### config.mk
export PLATFORM = sky130hd
export DESIGN_NAME = onehot_to_binary_sequencer
export DESIGN_NICKNAME = d
export VERILOG_FILES = /design/src/rtl/onehot_pkg.sv /design/src/rtl/onehot_lsb_find.sv /design/src/rtl/onehot_to_binary_sequencer.sv
export SDC_FILE = /design/constraint.sdc
export NUM_CORES = 1
export LEC_CHECK = 0
export CAP_MARGIN = 20
export CORE_MARGIN = 3
export CORE_UTILIZATION = 51
export CTS_BUF_LIST = sky130_fd_sc_hd__clkbuf_16
export DETAILED_ROUTE_END_ITERATION = 16
export GPL_TIMING_DRIVEN = 0
export PLACE_DENSITY_LB_ADDON = 0.3
export SYNTH_ARGS = -nofsm -noshare
export SYNTH_HDL_FRONTEND = slang
export SYNTH_SLANG_ARGS = --single-unit
export TNS_END_PERCENT = 1
### constraint.sdc
create_clock -name clk -period 4.97 [get_ports clk]
set_clock_uncertainty 0.15 [all_clocks]
set_input_delay 1.2425 -clock clk [delete_from_list [all_inputs] [get_ports clk]]
set_output_delay 1.2425 -clock clk [all_outputs]
set_load 0.1 [all_outputs]
### src/rtl/onehot_pkg.sv
// Shared definitions for the one-hot to binary sequencer: default sizes,
// the "no line" code and the FSM state encoding.
package onehot_pkg;

    localparam int N_LINES = 20;
    localparam int CODE_W  = 5;

    localparam logic [CODE_W-1:0] NONE_CODE = 5'd0;

    typedef enum logic [0:0] {
        IDLE = 1'b0,
        EMIT = 1'b1
    } state_t;

endpackage

### src/rtl/onehot_lsb_find.sv
// Combinational lowest-set-bit finder: returns the index of the lowest set bit
// of vec and whether any bit is set at all.
module onehot_lsb_find #(
    parameter int W     = 20,
    parameter int IDX_W = 5
) (
    input  logic [W-1:0]     vec,
    output logic [IDX_W-1:0] idx,
    output logic             any
);

    // Scan from the top down so the lowest set bit is the last one to win
    always_comb begin
        idx = {IDX_W{1'b0}};
        any = |vec;
        for (int i = W - 1; i >= 0; i--) begin
            idx = vec[i] ? IDX_W'(i) : idx;
        end
    end

endmodule

### src/rtl/onehot_to_binary_sequencer.sv
// Turns a multi-hot request vector into a stream of binary line codes (line k -> k+1),
// lowest line first, one per valid/ready handshake. Optional macro ONEHOT_EMPTY_CODE_EN
// makes an all-zero load deliver a single code-0 beat instead of an immediate done.
module onehot_to_binary_sequencer #(
    parameter int N_LINES = onehot_pkg::N_LINES,
    parameter int CODE_W  = onehot_pkg::CODE_W
) (
    input  logic               clk,
    input  logic               rst,
    input  logic [N_LINES-1:0] req_vec,
    input  logic               req_load,
    output logic               load_ready,
    output logic [CODE_W-1:0]  code_out,
    output logic               code_valid,
    input  logic               code_ready,
    output logic [CODE_W-1:0]  remaining,
    output logic               done
);

    import onehot_pkg::*;

    state_t             state_r;
    logic [N_LINES-1:0] pending_r;

    logic [N_LINES-1:0] clr_vec_s;
    logic [N_LINES-1:0] find_vec_s;
    logic [CODE_W-1:0]  find_idx_s;
    logic               find_any_s;
    logic [CODE_W-1:0]  next_code_s;
    logic [CODE_W-1:0]  load_cnt_s;

    // In IDLE the finder looks at the incoming vector; in EMIT at pending minus its lowest bit,
    // so find_any_s low there means the current code is the last one
    always_comb begin
        clr_vec_s   = pending_r & (pending_r - N_LINES'(1));
        find_vec_s  = (state_r == IDLE) ? req_vec : clr_vec_s;
        next_code_s = find_idx_s + CODE_W'(1);
    end

    onehot_lsb_find #(
        .W     (N_LINES),
        .IDX_W (CODE_W)
    ) u_lsb_find (
        .vec (find_vec_s),
        .idx (find_idx_s),
        .any (find_any_s)
    );

    // Number of codes a load will produce
    always_comb begin
        load_cnt_s = {CODE_W{1'b0}};
        for (int i = 0; i < N_LINES; i++) begin
            load_cnt_s = load_cnt_s + CODE_W'(req_vec[i]);
        end
    end

    // Sequencer FSM with pending mask, remaining counter and registered outputs
    always_ff @(posedge clk) begin
        if (rst) begin
            state_r    <= IDLE;
            pending_r  <= {N_LINES{1'b0}};
            code_out   <= CODE_W'(NONE_CODE);
            code_valid <= 1'b0;
            remaining  <= {CODE_W{1'b0}};
            done       <= 1'b0;
            load_ready <= 1'b1;
        end else begin
            done <= 1'b0;
            case (state_r)
                IDLE: begin
                    if (req_load) begin
                        pending_r <= req_vec;
                        remaining <= load_cnt_s;
                        if (find_any_s) begin
                            state_r    <= EMIT;
                            code_valid <= 1'b1;
                            code_out   <= next_code_s;
                            load_ready <= 1'b0;
                        end else begin
`ifdef ONEHOT_EMPTY_CODE_EN
                            state_r    <= EMIT;
                            code_valid <= 1'b1;
                            code_out   <= CODE_W'(NONE_CODE);
                            remaining  <= CODE_W'(1);
                            load_ready <= 1'b0;
`else
                            done       <= 1'b1;
`endif
                        end
                    end
                end
                EMIT: begin
                    // code_valid is always high here, so ready alone completes the handshake
                    if (code_ready) begin
                        pending_r <= clr_vec_s;
                        remaining <= remaining - CODE_W'(1);
                        if (find_any_s) begin
                            code_out <= next_code_s;
                        end else begin
                            state_r    <= IDLE;
                            code_valid <= 1'b0;
                            code_out   <= CODE_W'(NONE_CODE);
                            load_ready <= 1'b1;
                            done       <= 1'b1;
                        end
                    end
                end
                default: begin
                    state_r    <= IDLE;
                    pending_r  <= {N_LINES{1'b0}};
                    code_out   <= CODE_W'(NONE_CODE);
                    code_valid <= 1'b0;
                    remaining  <= {CODE_W{1'b0}};
                    load_ready <= 1'b1;
                end
            endcase
        end
    end

endmodule

==> qor.txt, run 1 <==
Actual slew at the worst max-slew pin: 0.977 ns
Design Power: 1.55 mW
Initial antenna violation count: 0
Net Sw Frac: 42.1%
Sequential share of power: 21.7%
Largest stage delay, worst path: 0.55 ns
CTS buffer count: 5
GPL Wtd Cong: 0.948
CTS tree: built
CTS root buffer: clkbuf_16
Initial core utilization: 54.3%
Critical R2R Capture: remaining[1]
Final WL: 9120 um
Hold slack: 0.315 ns
Final WS setup: -0.0627 ns
Die extent in x: 80.9 um
Comb power frac: 51.4%
Synth async-reset ratio: 0%
Critical Setup Path Class: primary input to flip-flop
R2R setup slack: 1.23 ns
Fin. Hold Viols: 0
Synth top area share: 23.8%
Compound-Gate Fraction of Synth Area: 29.3%
WHS Path Cells: 1
Share of cells above drive strength 1: 11.8%
Die height: 80.9 um
Final setup vio count: 1
Post-DP HPWL: 6740 um
Distinct cells, synth: 64
Placeable Area: 0.00527 sq mm
CP required: 5.03 ns
Maximum root-to-sink buffer count: 2
Storage element area: 681 sq um
Multiplexer share of the synthesized area: 2.10%
Ports: 37
Startpoint types: primary input
Syn Area/Cell: 7.70 sq um
Reg2Reg Depth: 10
WL per Instance: 18.7 um
Int Pwr: 0.897 mW
Congestion Overflow GR: 0
Final Critical Period: 5.03 ns
DRT Pass-1 Iters: 5
FILL cells: 467
Crit-path max FO: 4
Maximum clock rate: 0.199 GHz
Clock share of power: 26.9%
Worst Path Arrival: 5.09 ns
Main flop type after synthesis: dfxtp_1
CP Capture Type: flip-flop
Psw: 0.652 mW
Final Max Tran Viols: 0
FP Rows: 26
Register bit count reported by yosys: 34
Most frequent cells in the layout: nor2_1, nand2_1, dfxtp_1, clkdlybuf4s50_1, inv_1
# diodes: 0
# nets final: 463
GRT Overall Usage: 29.8%
Worst-path clk slew: 0.06 ns
RSZ-0062 raised after global routing: yes
Mapped Nets: 419
Yosys warnings: 0
Post-Syn Instances: 372
Placement Setup Slack: -0.786 ns
Die area: 0.00655 sq mm
Violated checks: negative setup slack
Relative slew slack: 34.6%
Largest family of logic cells by synthesized area: compound AO/OA/AOI/OAI gates
Status: complete, but fails checks
Area Growth Syn to Fin: 22.9%
First-pass GRT wire length: 14900 um
Setup crit start: req_vec[1]
Worst-Skew Late Latency: 0.28 ns
Register area share after synthesis: 23.8%
Drt first-iter violations: 387
Tcrit/Tclk final: 101%
Max cap viols: 0
Post-Synth Simple-Gate Area: 22.6%
Vias in the first global route: 3075
Area of the multi-input gates: 0.00201 sq mm
Number of synthesized flops with an enable pin: 0
Post-Synth Adder-Cell Area: 13.7%
Via/cell ratio: 6.41
Via count: 3121
Worst Hold Class: flip-flop to flip-flop
Clock Sinks: 34
Htree depth: 2
VDD IR max: 0.000437 V
Post-route antenna net violation count: 0
Synth area leaders: dfxtp_1, fa_1, nand2_1
Post-CTS Hold Fix Bufs: 0
Xor/xnor share of the synthesized area: 1.53%
Worst r2r src: state_r
Cells along the critical path: buf_4 > fa_1 > inv_2 > fa_2 > fa_1 > fa_1 > fa_2 > inv_2 > ha_4 > inv_2 > fa_2 > mux2i_1 > nand2_1 > a21oi_2
CP max stage cell: fa_2
Power Density: 440 mW/mm^2
DR DRC count: 0
Largest net degree at the start of global routing: 13
Pleak: 1.40 nW
Synth area leader: dfxtp_1
I/O Buffers: 35
Post-Syn Area: 0.00286 sq mm
Crit path to: remaining[1]
flip-flops by register name (all words and copies together) (netlist names):
name	flops
code_out	5
code_valid	1
done	1
load_ready	1
pending_r	20
remaining	5
state_r	1
power groups by stage:
stage | clock, mW | sequential, mW | combinational, mW
2_1_floorplan | 0 | 0.470 | 0.409
5_1_grt | 0.434 | 0.340 | 0.876
6_report | 0.416 | 0.337 | 0.796
4_1_cts | 0.420 | 0.335 | 0.734
3_5_place_dp | 0 | 0.341 | 0.730
3_3_place_gp | 0 | 0.339 | 0.710
synth_stat cells, types with 3 or more instances:
| master | number |
|---|---|
| a21o_1 | 4 |
| dfxtp_1 | 34 |
| nand3_1 | 10 |
| xnor2_1 | 3 |
| nand2b_1 | 3 |
| a22oi_1 | 5 |
| nor3_1 | 13 |
| fa_1 | 14 |
| o31ai_1 | 5 |
| ha_1 | 9 |
| nand2_1 | 40 |
| a2111oi_0 | 3 |
| nor2_1 | 40 |
| and2_1 | 3 |
| o211ai_1 | 6 |
| a21oi_1 | 23 |
| a211oi_1 | 7 |
| o21ai_0 | 20 |
| clkbuf_1 | 20 |
| mux2i_1 | 6 |
| nor2b_1 | 4 |
| a2bb2oi_1 | 3 |
| a21boi_0 | 3 |
| a31oi_1 | 11 |
| inv_1 | 31 |
worst min-delay path by stage:
stage / startpoint / endpoint / slack, ns
CTS: code_out[1] / code_out[1] / 0.32
global route: code_out[1] / code_out[1] / 0.35
finish: code_out[1] / code_out[1] / 0.32
floorplan: pending_r[11] / pending_r[11] / 0.31
global placement: code_out[2] / code_out[2] / 0.29
detailed placement: code_out[1] / code_out[1] / 0.30
critical path, delay by kind of cell:
family                   cells  cell delay (ns)
adder cells (fa/ha/maj)      7             3.14
buffers and inverters        4             0.27
AND/OR/NAND/NOR              1             0.10
multiplexers                 1             0.16
AO/OA/AOI/OAI                1             0.17
cell type report:
| cell class | instances | share of cell area (%) |
|---|---|---|
| repair buffers | 37 | 9.88 |
| inverters | 31 | 3.30 |
| clock buffers | 5 | 3.55 |
| multi-input cells | 285 | 57.1 |
| plain buffers | 22 | 2.42 |
| flip-flops and latches | 34 | 19.3 |
| clock inverters | 3 | 1.95 |
| well taps | 70 | 2.49 |
per-layer routing:
metal	track usage, %	vias up	share of wire [%]
met5	0	-	0
met4	14.0	0	3.9
met3	8.54	47	10
met2	47.5	192	46
met1	37.0	1455	40
li1	-	1427	-
cell families (layout without fill, tap and decap cells):
family	after synthesis	in the layout
flops	34	34
simple gates	131	131
compound gates	120	120
buf+inv	53	98
fa+ha+maj	23	23
xor+xnor	5	5
mux	6	6
what timing repair did:
item,in CTS,in global routing
gates resized for setup,50,14
setup endpoints to repair,4,4
pin swaps,14,13
setup buffers,1,1
metrics by stage:
stage | cell area [sq um] | std cells | util, % | TNS [ns]
final | 3520 | 487 | 66.8 | -0.0627
after CTS | 3480 | 486 | 66.0 | -0.00972
after global routing | 3520 | 487 | 66.8 | -0.348
after detailed placement | 3300 | 477 | 62.7 | -3.16
after floorplan | 2860 | 372 | - | 0
after global placement | 3300 | 477 | 62.7 | -3.11
Power figures use the tool's default switching activity.
==> run 2, diff against run 1 <==
--- a/config.mk
+++ b/config.mk
@@ -6,10 +6,11 @@
 export NUM_CORES = 1
 export LEC_CHECK = 0
 export CAP_MARGIN = 20
-export CORE_MARGIN = 3
+export CORE_MARGIN = 5
 export CORE_UTILIZATION = 51
 export CTS_BUF_LIST = sky130_fd_sc_hd__clkbuf_16
 export DETAILED_ROUTE_END_ITERATION = 16
+export GPL_ROUTABILITY_DRIVEN = 0
 export GPL_TIMING_DRIVEN = 0
 export PLACE_DENSITY_LB_ADDON = 0.3
 export SYNTH_ARGS = -nofsm -noshare
==> run 2 against run 1 <==
Highest routed layer unchanged. Core utilization shrank 3.0 points. Worst hold slack lost 0.016 ns. Clock power is essentially flat. The run still ends with negative setup slack left. Sequential share of layout area grew 0.17 points. Routed wire length shrank 4.3%. Count of clock-buffer cells in the layout is the same. Critical path type unchanged. Maximum frequency grew 0.92%. Combinational power shrank 5.2%. Die area grew 10%. Global-route usage shrank 4.9 points.
==> qor.txt, run 2 (synthesis results as in run 1) <==
FILL cells: 499 (+6.9%)
Final WS setup: -0.0168 ns (+0.0460 ns)
CTS buffer count: 5 (unchanged)
Post-route antenna net violation count: 0 (unchanged)
Startpoint types: primary input
Via count: 3071 (-1.6%)
Post-CTS Hold Fix Bufs: 0 (unchanged)
Die area: 0.00721 sq mm (+10%)
FP Rows: 27 (+3.8%)
Critical Setup Path Class: primary input to flip-flop
Fin. Hold Viols: 0 (unchanged)
Max cap viols: 0 (unchanged)
Largest net degree at the start of global routing: 13 (unchanged)
CTS tree: built
Actual slew at the worst max-slew pin: 0.976 ns (-0.00164 ns)
Most flops, register: pending_r
Post-DP HPWL: 6500 um (-3.5%)
# diodes: 0 (unchanged)
Most frequent cells in the layout: nor2_1, nand2_1, dfxtp_1, inv_1, clkdlybuf4s50_1
DRT Pass-1 Iters: 5 (unchanged)
RSZ-0062 raised after global routing: yes
Placeable Area: 0.00547 sq mm (+3.8%)
# nets final: 462 (-0.22%)
Worst-path clk slew: 0.06 ns (about the same)
Ports: 37 (unchanged)
Finished Layout Cells: 488 (+0.21%)
Final Critical Period: 4.99 ns (-0.0460 ns)
Top flop regs: pending_r: 20 flops, code_out: 5 flops, remaining: 5 flops
Share of cells above drive strength 1: 10.1% (-1.7 points)
I/O Buffers: 35 (unchanged)
CTS root buffer: clkbuf_16
Status: complete, but fails checks
CP Capture Type: flip-flop
Relative slew slack: 34.8% (+0.11 points)
Storage element area: 681 sq um (unchanged)
Maximum clock rate: 0.201 GHz (+0.92%)
Violated checks: negative setup slack
Tcrit/Tclk final: 100% (-0.92 points)
Congestion Overflow GR: 0 (unchanged)
WL per Instance: 17.9 um (-4.5%)
Area Growth Syn to Fin: 21.8%
CP required: 5.02 ns (about the same)
Initial antenna violation count: 0 (unchanged)
Dpl cells: 479 (+0.42%)
Worst Path Arrival: 5.04 ns (-0.05 ns)
Clock Sinks: 34 (unchanged)
Worst-Skew Late Latency: 0.28 ns (about the same)
Pleak: 1.40 nW (-0.43%)
GRT Overall Usage: 24.9% (-4.9 points)
Power Density: 431 mW/mm^2 (-2.1%)
Drt first-iter violations: 279 (-28%)
Layout Utilization: 63.8% (-3.0 points)
Crit-path max FO: 2 (-2)
Initial core utilization: 52.3% (-2.0 points)
Die extent in x: 84.9 um (+4.9%)
DR DRC count: 0 (unchanged)
First-pass GRT wire length: 14500 um (-2.9%)
Htree depth: 2 (unchanged)
Final Max Tran Viols: 0 (unchanged)
Die height: 84.9 um (+4.9%)
Via/cell ratio: 6.29 (-1.8%)
VDD IR max: 0.000426 V (-2.4%)
Final setup vio count: 3 (+2)
Worst Hold Class: flip-flop to flip-flop
Largest register FFs: 20 (unchanged)
Maximum root-to-sink buffer count: 2 (unchanged)
Area of the multi-input gates: 0.00200 sq mm (-0.37%)
Vias in the first global route: 2970 (-3.4%)
Final WL: 8730 um (-4.3%)
[run 2: changes by cell type in the layout (fill, tap and decap cells not counted), sizes merged]
| cell | change |
|---|---|
| buf | -1 |
[run 2: timing repair]
action,4_1_cts,5_1_grt
cloned,0,0
setup buffers,1,0
pin swaps,12,0
endpoints found under the hold margin,0,0
resized for setup,47,4
setup endpoints to repair,5,4
[run 2: where the power goes]
| part | internal (mW) | switching (mW) |
|---|---|---|
| Combinational | 0.281 | 0.475 |
| Clock | 0.288 | 0.125 |
| Sequential | 0.304 | 0.0309 |
[run 2: layout make-up]
cell class,instances,area share (%)
buffer,22,2.44
clock buffer,5,3.59
clock inverter,3,1.97
inverter,31,3.33
multi-input combinational,285,57.4
sequential,34,19.5
tap,72,2.58
timing repair buffer,36,9.21
[run 2: stage by stage]
stage               total power, mW  TNS [ns]  worst slack (ns)  hold WS, ns  area (sq um)
floorplan                     0.879         0            0.0320        0.313          2860
global placement               1.05     -3.27            -0.789        0.291          3300
detailed placement             1.07     -3.61            -0.848        0.293          3300
CTS                            1.49    -0.124           -0.0763        0.306          3470
global route                   1.60    -0.395            -0.117        0.352          3490
finish                         1.50   -0.0269           -0.0168        0.300          3490
[run 2: per-layer routing]
metal  track usage, %  vias up  share of wire (%)  wire, um
met4             11.7        0                4.6       405
met2             41.1      161                 45      3970
met5                0        -                  0         0
li1                 -     1433                  -         -
met1             31.3     1440                 42      3690
met3             4.66       37                7.6       665
[run 2: critical path: stages]
cell	delay (ns)
buf_8	0.10
fa_1	0.56
inv_1	0.06
fa_1	0.52
fa_1	0.45
fa_1	0.56
fa_1	0.45
inv_2	0.08
ha_4	0.13
inv_2	0.04
fa_2	0.39
nor2b_1	0.12
o21ai_1	0.11
a211oi_2	0.23
[run 2: final timing paths]
kind / from / cells past startpoint / slack [ns] / endpoint
max: req_vec[0] / 14 / -0.02 / remaining[4]
min: code_out[0] / 2 / 0.30 / code_out[0]
max reg2reg: pending_r[6] / 10 / 1.26 / code_out[1]
min reg2reg: code_out[0] / 2 / 0.30 / code_out[0]
==> run 3, diff against run 2 <==
--- a/config.mk
+++ b/config.mk
@@ -7,12 +7,12 @@
 export LEC_CHECK = 0
 export CAP_MARGIN = 20
 export CORE_MARGIN = 5
-export CORE_UTILIZATION = 51
+export CORE_UTILIZATION = 56
 export CTS_BUF_LIST = sky130_fd_sc_hd__clkbuf_16
 export DETAILED_ROUTE_END_ITERATION = 16
 export GPL_ROUTABILITY_DRIVEN = 0
 export GPL_TIMING_DRIVEN = 0
-export PLACE_DENSITY_LB_ADDON = 0.3
+export PLACE_DENSITY = 0.82
 export SYNTH_ARGS = -nofsm -noshare
 export SYNTH_HDL_FRONTEND = slang
 export SYNTH_SLANG_ARGS = --single-unit
==> constraint.sdc (replaced) <==
create_clock -name clk -period 4.6 [get_ports clk]
set_clock_uncertainty 0.15 [all_clocks]
set_input_delay 1.15 -clock clk [delete_from_list [all_inputs] [get_ports clk]]
set_output_delay 1.15 -clock clk [all_outputs]
set_load 0.1 [all_outputs]
==> run 3 against run 2 <==
The run still ends with negative setup slack left. Clock power decreased by 4%. Die area decreased by 7.9%. Sequential power increased by 8.4%. Sequential share of layout area about the same. Routed wire length increased by 3.2%. Power increased by 7.1%. Worst setup slack got worse by 0.23 ns. Core utilization increased by 5.4 points. Register-to-register slack got worse by 0.47 ns. Critical path depth unchanged. First-iteration DRC count increased by 13%. Via count increased by 0.26%. Critical path type unchanged. Critical endpoint is now remaining[1]. Largest power group unchanged. Highest routed layer unchanged.
==> qor.txt, run 3 (synthesis results as in run 1) <==
Final WL: 9010 um (+3.2%)
DP Area: 0.00331 sq mm (about the same)
Final Max Tran Viols: 0 (unchanged)
Finished Cell Area: 0.00349 sq mm (-0.11%)
Worst path buffer plus inverter count: 4 (unchanged)
Reg2Reg Depth: 9 (-1)
Die extent in x: 81.5 um (-4.0%)
Design Power: 1.61 mW (+7.1%)
Largest stage delay, worst path: 0.56 ns (about the same)
DR DRC count: 0 (unchanged)
CTS root buffer: clkbuf_16
Violated checks: negative setup slack
Relative slew slack: 34.6% (-0.17 points)
Final setup vio count: 4 (+1)
Setup TNS: -0.735 ns (-0.708 ns)
Congestion Overflow GR: 0 (unchanged)
Most frequent cells in the layout: nor2_1, nand2_1, dfxtp_1, inv_1, clkdlybuf4s50_1
Worst-Skew Late Latency: 0.29 ns (about the same)
Startpoint types: primary input
Area of the multi-input gates: 0.00201 sq mm (+0.19%)
WL per Instance: 18.5 um (+3.7%)
Share of cells above drive strength 1: 10.8% (+0.72 points)
Ports: 37 (unchanged)
Via/cell ratio: 6.34 (+0.67%)
Actual slew at the worst max-slew pin: 0.978 ns (+0.00250 ns)
Placeable Area: 0.00504 sq mm (-7.9%)
Drt first-iter violations: 315 (+13%)
Initial antenna violation count: 0 (unchanged)
I/O Buffers: 35 (unchanged)
CTS buffer count: 5 (unchanged)
FILL cells: 411 (-18%)
Crit-path max FO: 4 (+2)
Most flops, register: pending_r
CP required: 4.60 ns (-0.42 ns)
Critical R2R Capture: code_out[1]
Hold slack: 0.310 ns (+0.0104 ns)
Max cap viols: 0 (unchanged)
Worst min-delay path startpoint: code_out[0]
Layout Utilization: 69.1% (+5.4 points)
First-pass GRT wire length: 14800 um (+2.1%)
Maximum clock rate: 0.207 GHz
Worst Path Arrival: 4.84 ns (-0.20 ns)
Post-route antenna net violation count: 0 (unchanged)
Via count: 3079 (+0.26%)
Power Density: 462 mW/mm^2 (+7.2%)
Vias in the first global route: 3104 (+4.5%)
CP Capture Type: flip-flop
Worst r2r src: state_r
Post-CTS Hold Fix Bufs: 0 (unchanged)
Worst Hold Class: flip-flop to flip-flop
Top flop regs: pending_r: 20 flops, code_out: 5 flops, remaining: 5 flops
VDD IR max: 0.000566 V (+33%)
Fin. Hold Viols: 0 (unchanged)
CP max stage cell: fa_1
WHS Path Cells: 2 (unchanged)
Worst-path clk slew: 0.06 ns (about the same)
Maximum root-to-sink buffer count: 2 (unchanged)
Post-DP HPWL: 6650 um (+2.2%)
Critical Setup Path Class: primary input to flip-flop
Hold EP: code_out[0]
DRT Pass-1 Iters: 5 (unchanged)
CTS tree: built
Clock Sinks: 34 (unchanged)
Final WS setup: -0.242 ns (-0.225 ns)
Placement Setup Slack: -1.02 ns (-0.170 ns)
Crit-path most repeated cell: fa_1
Cells along the critical path: buf_8 > fa_1 > inv_1 > fa_1 > fa_1 > fa_1 > fa_1 > inv_1 > ha_2 > inv_2 > fa_2 > mux2i_1 > nand2_1 > a21oi_2
GRT Overall Usage: 29.2% (+4.3 points)
CP delay by family, top: adder cells
# nets final: 462 (unchanged)
RSZ-0062 raised after global routing: yes
Initial core utilization: 56.8% (+4.5 points)
Die height: 81.5 um (-4.0%)
Pleak: 1.40 nW (+0.35%)
Htree depth: 2 (unchanged)
Finished Layout Cells: 486 (-0.41%)
Dpl cells: 477 (-0.42%)
Status: complete, but fails checks
Largest register FFs: 20 (unchanged)
Tcrit/Tclk final: 105%
# diodes: 0 (unchanged)
Die area: 0.00664 sq mm (-7.9%)
Largest net degree at the start of global routing: 13 (unchanged)
Area Growth Syn to Fin: 21.7%
FP Rows: 26 (-3.7%)
Final Critical Period: 4.84 ns
Storage element area: 681 sq um (unchanged)
R2R setup slack: 0.79 ns (-0.47 ns)
## run 3: cell count changes in the layout (fill, tap and decap cells not counted), moves of 2 or more
cell,before,now
a21oi_1,23,21
dlymetal6s2s_1,0,2
buf_2,10,8
clkinvlp_4,0,2
a21oi_2,0,2
## run 3: worst reg2reg max path, delay by kind of cell (launching register included)
family	cells	cell delay, ns
buffers and inverters	5	2.30
flip-flops	1	0.43
adder cells (fa/ha/maj)	1	0.25
AO/OA/AOI/OAI	3	0.59
## run 3: routing by layer
metal | wire (um) | track usage, % | up-vias | part of all wire, %
met1 | 3700 | 36.5 | 1421 | 41
met5 | 0 | 0 | - | 0
met4 | 487 | 18.1 | 0 | 5.4
met3 | 834 | 7.13 | 44 | 9.3
met2 | 3990 | 45.0 | 188 | 44
li1 | - | - | 1426 | -
## run 3: worst max-delay path by stage
| stage | startpoint | cells past startpoint | to | slack [ns] |
|---|---|---|---|---|
| floorplan | req_vec[9] | 13 | remaining[1] | -0.16 |
| global placement | req_vec[9] | 14 | remaining[4] | -1.00 |
| detailed placement | req_vec[0] | 14 | remaining[4] | -1.02 |
| CTS | req_vec[3] | 14 | remaining[4] | -0.41 |
| global route | req_vec[15] | 14 | remaining[1] | -0.32 |
| finish | req_vec[1] | 14 | remaining[1] | -0.24 |
## run 3: timing repair
item                                    CTS  global route
endpoints found under the setup margin    5             4
resized for setup                        46            12
buffers inserted                          1             0
pin swaps                                10            17
## run 3: layout make-up
class | instances | area share (%)
multi-input cells | 285 | 57.5
inverters | 31 | 3.34
plain buffers | 22 | 2.44
well taps | 70 | 2.51
clock inverters | 3 | 1.29
clock buffers | 5 | 3.59
repair buffers | 36 | 9.76
flip-flops and latches | 34 | 19.5
## run 3: where the power goes
part           switching [mW]  total, mW  internal (mW)  leakage [nW]
clock network           0.142      0.398          0.255        0.0760
registers              0.0351      0.363          0.328         0.280
logic                   0.534      0.849          0.315          1.05
